File: src/rtl/satarx_crc.sv
// satarx_crc: SATA link-layer receive CRC checker.
// Recomputes CRC-32 over each frame's payload dwords and strips the
// trailing CRC dword. The last payload dword is re-marked with TLAST.
// A mismatch sets TUSER on that beat and pulses o_crc_err.
// A CRC dword with no payload in front of it (a runt) also pulses o_crc_err.
module satarx_crc #(
  parameter logic [31:0] POLYNOMIAL   = 32'h04c1_1db7,
  parameter logic [31:0] INITIAL_CRC  = 32'h5232_5032,
  parameter logic        OPT_LOWPOWER = 1'b1
) (
  input  logic        S_AXI_ACLK,
  input  logic        S_AXI_ARESETN,
  input  logic        S_AXIS_TVALID,
  output logic        S_AXIS_TREADY,
  input  logic [31:0] S_AXIS_TDATA,
  input  logic        S_AXIS_TLAST,
  output logic        M_AXIS_TVALID,
  input  logic        M_AXIS_TREADY,
  output logic [31:0] M_AXIS_TDATA,
  output logic        M_AXIS_TLAST,
  output logic        M_AXIS_TUSER,
  output logic        o_crc_err
);

  typedef enum logic {
    S_EMPTY = 1'b0,
    S_HELD  = 1'b1
  } state_t;

  state_t      state_reg, state_next;
  logic [31:0] crc_reg, crc_next;
  logic [31:0] hold_data_reg, hold_data_next;
  logic        m_valid_reg, m_last_reg, m_user_reg;
  logic [31:0] m_data_reg;
  logic        crc_err_reg;
  logic        accept;
  logic        emit, emit_last, emit_user, err_next;

  // Shifts one dword into the CRC, MSB first, with no reflection or final inversion.
  function automatic logic [31:0] crc_step(input logic [31:0] crc_in,
                                           input logic [31:0] data);
    logic [31:0] c;
    c = crc_in;
    for (int k = 0; k < 32; k++) begin
      if (c[31] ^ data[31-k])
        c = {c[30:0], 1'b0} ^ POLYNOMIAL;
      else
        c = {c[30:0], 1'b0};
    end
    return c;
  endfunction

  // Each accept produces at most one output beat.
  // Taking input whenever the output slot is free or draining keeps full throughput.
  assign S_AXIS_TREADY = !m_valid_reg || M_AXIS_TREADY;
  assign accept        = S_AXIS_TVALID && S_AXIS_TREADY;

  // Next state: the held dword is released when the following beat arrives.
  // If that beat is the CRC, the released dword is the frame's last payload dword.
  always_comb begin
    state_next     = state_reg;
    crc_next       = crc_reg;
    hold_data_next = hold_data_reg;
    emit           = 1'b0;
    emit_last      = 1'b0;
    emit_user      = 1'b0;
    err_next       = 1'b0;
    if (accept) begin
      if (S_AXIS_TLAST) begin
        crc_next   = INITIAL_CRC;
        state_next = S_EMPTY;
        if (state_reg == S_HELD) begin
          emit      = 1'b1;
          emit_last = 1'b1;
          emit_user = (crc_reg != S_AXIS_TDATA);
          err_next  = emit_user;
        end else begin
          // Runt: a CRC dword with no payload is dropped and flagged.
          err_next = 1'b1;
        end
      end else begin
        crc_next       = crc_step(crc_reg, S_AXIS_TDATA);
        hold_data_next = S_AXIS_TDATA;
        state_next     = S_HELD;
        emit           = (state_reg == S_HELD);
      end
    end
  end

  // State, running CRC and hold buffer; all frozen under back-pressure because accept is low.
  always_ff @(posedge S_AXI_ACLK or negedge S_AXI_ARESETN) begin
    if (!S_AXI_ARESETN) begin
      state_reg     <= S_EMPTY;
      crc_reg       <= INITIAL_CRC;
      hold_data_reg <= 32'd0;
    end else begin
      state_reg     <= state_next;
      crc_reg       <= crc_next;
      hold_data_reg <= hold_data_next;
    end
  end

  // Output register: load on emit, otherwise retire the beat once it is taken.
  always_ff @(posedge S_AXI_ACLK or negedge S_AXI_ARESETN) begin
    if (!S_AXI_ARESETN) begin
      m_valid_reg <= 1'b0;
      m_data_reg  <= 32'd0;
      m_last_reg  <= 1'b0;
      m_user_reg  <= 1'b0;
    end else if (emit) begin
      m_valid_reg <= 1'b1;
      m_data_reg  <= hold_data_reg;
      m_last_reg  <= emit_last;
      m_user_reg  <= emit_user;
    end else if (M_AXIS_TREADY) begin
      m_valid_reg <= 1'b0;
      if (OPT_LOWPOWER) begin
        m_data_reg <= 32'd0;
        m_last_reg <= 1'b0;
        m_user_reg <= 1'b0;
      end
    end
  end

  // Error pulse lines up with the flagged beat first becoming valid, regardless of TREADY.
  always_ff @(posedge S_AXI_ACLK or negedge S_AXI_ARESETN) begin
    if (!S_AXI_ARESETN)
      crc_err_reg <= 1'b0;
    else
      crc_err_reg <= err_next;
  end

  assign M_AXIS_TVALID = m_valid_reg;
  assign M_AXIS_TDATA  = m_data_reg;
  assign M_AXIS_TLAST  = m_last_reg;
  assign M_AXIS_TUSER  = m_user_reg;
  assign o_crc_err     = crc_err_reg;

endmodule

File: config.mk
export PLATFORM = sky130hd
export DESIGN_NAME = satarx_crc
export DESIGN_NICKNAME = d
export VERILOG_FILES = /design/src/rtl/satarx_crc.sv
export SDC_FILE = /design/constraint.sdc
export NUM_CORES = 1
export LEC_CHECK = 0
export BUFFER_PORTS_ARGS = -buffer_cell sky130_fd_sc_hd__buf_2
export CAP_MARGIN = 5
export CORE_UTILIZATION = 25
export CTS_CLUSTER_SIZE = 12
export DETAILED_ROUTE_END_ITERATION = 6
export MAX_ROUTING_LAYER = met4
export PLACE_DENSITY = 0.37
export SETUP_SLACK_MARGIN = 0.02
export SYNTH_ARGS = -nofsm -noshare
export SYNTH_HDL_FRONTEND = slang
export SYNTH_SLANG_ARGS = --single-unit
File: constraint.sdc
create_clock -name S_AXI_ACLK -period 9.4 [get_ports S_AXI_ACLK]
set_clock_uncertainty 0.15 [all_clocks]
set_input_delay 0.47 -clock S_AXI_ACLK [delete_from_list [all_inputs] [get_ports S_AXI_ACLK]]
set_output_delay 0.47 -clock S_AXI_ACLK [all_outputs]
set_load 0.1 [all_outputs]
==> results.cfg <==
[timing]
slew_headroom_pct = 28.0
finalCritPeriodShare_pct = 51.3
report.final.slew_viol_count = 0
final.setup.tns_ps = 0
rsz0062_at_grt = no
tightest_slew_ps = 1080
finalHoldViolations = 0
finalCriticalPeriod_ps = 4820
setup_viol = 0
fmax_mhz = 207
timing.final.ws_setup_ps = 4580

[worst_setup_path]
critical_path_class = flop to flop
cp.arrival_ps = 4960
cp-end-kind = flop
critical_path_required_ps = 9540
crit_path_cell_trace = xnor2_2, xnor2_1, xnor3_1, xnor2_1, xor2_2, xor2_1, xnor3_1, xnor2_1, a21oi_1
crit_top_cell = xnor2_1
start_kind = flop
cp_max_fo = 10
slowest_stage = xor2_1
slowest_delay_ps = 890

[synth]
avgSynthCellArea_sq_um = 12.2
syn_inst = 586
synth_cell_types = 35
ys_warn_count = 0
ys_seq_elements = 101
seq_area_frac_synth_pct = 35.5
ys.flop_type = dfrtp_1
synthArstFlopShare_pct = 100
synth_nets = 625
synth_area_sq_um = 7150
synth-edff-count = 0

[cts]
clk_latency_ps = 360
cts_max_level = 3
tritoncts = yes
clkSlewWorstSetupHoldPaths_ps = 80
cts_buffers = 9
cts.repair.resized = 0
ctsHoldBuffers = 0
clock-sinks = 101
cts_setup_buffers = 0
cts_buffer_depth = 2
cts_root_buffer = clkbuf_16

[layout]
multi_input_area_sq_um = 4540
final_cell_area_sq_um = 8250
final_nets = 693
diodes = 0
register_area_sq_um = 2540
drive_gt1_share_pct = 26.1
syn_to_final_growth_pct = 15.3
n_fill_cell = 2931

[hold_path]
hp-class = input pin to asynchronous set/reset pin

[floorplan]
row_count = 61
die_area_sq_um = 29300
core_sq_um = 27900
start_util_pct = 25.6
die_w_um = 171
ios = 74
die_h_um = 171

[detailed_routing]
vias = 4447
wl_per_cell_um = 20.1
drt-initial-drc-count = 209
ant_nets = 0
first_pass_iters = 4
drc_errors = 0
drt-vias-per-instance = 4.29
routed_wirelength_um = 20800

[placement]
place_ws_ps = 4340
hpwl_um = 16300
gp_congestion = 0.900
postPlaceCellArea_sq_um = 7960
port_buffers = 73

[grt]
grt_pass1_wl_um = 31900
grt_overflow = 0
grt_use_total_pct = 15.6
grt_pass1_vias = 4855
grt_start_max_net_pins = 65
antenna_found_initial = 0

[status]
status = complete, no violations

[run]
cap_violations = 0
==> cells in the mapped netlist, drive strengths merged (2+ instances only) <==
cell type | instances | area, sq um
xnor2 | 165 | 1670
dfrtp | 90 | 2250
xor2 | 49 | 474
nand2 | 41 | 154
xnor3 | 40 | 910
nand2b | 33 | 206
o21ai | 33 | 165
mux2 | 32 | 360
clkbuf | 19 | 71.3
a22o | 17 | 149
nor2 | 12 | 45.0
dfstp | 11 | 289
a21oi | 10 | 50.1
xor3 | 7 | 168
o31ai | 5 | 37.5
inv | 3 | 11.3
nor4 | 3 | 18.8
ha | 2 | 25.0
nand3 | 2 | 10.0
nand3b | 2 | 15.0
nand4 | 2 | 12.5
==> cell families after synthesis <==
| family | synth area share, % |
|---|---|
| flops | 35.5 |
| compound gates | 5.91 |
| simple gates | 6.94 |
| fa+ha+maj | 0.350 |
| xor+xnor | 45.1 |
| mux | 5.04 |
| buf+inv | 1.15 |
==> worst paths after layout <==
kind | start | to | slack, ps | cells past startpoint
worst min-delay path | S_AXI_ARESETN | M_AXIS_TDATA[28] | 20 | 1
worst max register to register | crc_reg[30] | crc_reg[12] | 4580 | 9
worst min register to register | hold_data_reg[13] | M_AXIS_TDATA[13] | 330 | 2
max in group asynchronous | S_AXI_ARESETN | crc_reg[3] | 7910 | 2
min in group S_AXI_ACLK | S_AXIS_TDATA[11] | hold_data_reg[11] | 240 | 2
worst max-delay path | crc_reg[30] | crc_reg[12] | 4580 | 9
==> layout by cell type (no fill, tap or decap), types with 2 or more instances in the layout <==
master	n
nand2_1	41
xnor3_2	7
xor3_1	6
dfstp_2	11
o31ai_1	5
inv_1	2
nand3b_1	2
o21ai_0	33
nand4_1	2
buf_4	4
ha_1	2
nand3_1	2
inv_8	2
a22o_1	17
xnor2_4	7
clkinvlp_4	2
a21oi_1	10
nand2b_1	33
dfrtp_1	90
nor2_1	11
mux2_2	32
xnor2_2	13
xnor2_1	145
xor2_1	43
buf_2	72
xor2_2	6
clkbuf_16	9
xnor3_1	33
nor4_1	3
==> area by class of cell <==
class                   count  share of cell area (%)
multi-input cells         463                    55.0
flip-flops and latches    101                    30.8
well taps                 378                    5.73
repair buffers             76                    4.73
clock buffers              10                    2.90
clock inverters             6                   0.667
inverters                   3                   0.137
==> per-stage QoR <==
step / utilization (%) / std cells / hold slack [ps]
after floorplan: - / 586 / 24.4
after global placement: 28.5 / 1021 / 309
after detailed placement: 28.5 / 1021 / 315
after CTS: 29.5 / 1037 / 62.6
after global routing: 29.5 / 1037 / 82.6
final: 29.5 / 1037 / 23.3
==> routing by layer <==
| layer | wire length, um | global-route usage, % | vias up | part of all wire [%] |
|---|---|---|---|---|
| li1 | - | - | 2085 | - |
| met1 | 10000 | 21.2 | 2248 | 48 |
| met2 | 9530 | 23.6 | 94 | 46 |
| met3 | 888 | 2.73 | 20 | 4.3 |
| met4 | 401 | 4.35 | 0 | 1.9 |
| met5 | 0 | - | - | 0 |
==> worst max-delay path, delay by kind of cell (launching register included) <==
kind,cells,cell delay [ps]
xor+xnor,8,3880
flops,1,560
compound gates,1,160
Power is not shown: default switching activity piles up to over one toggle a cycle in this logic, so the estimate is an artifact.
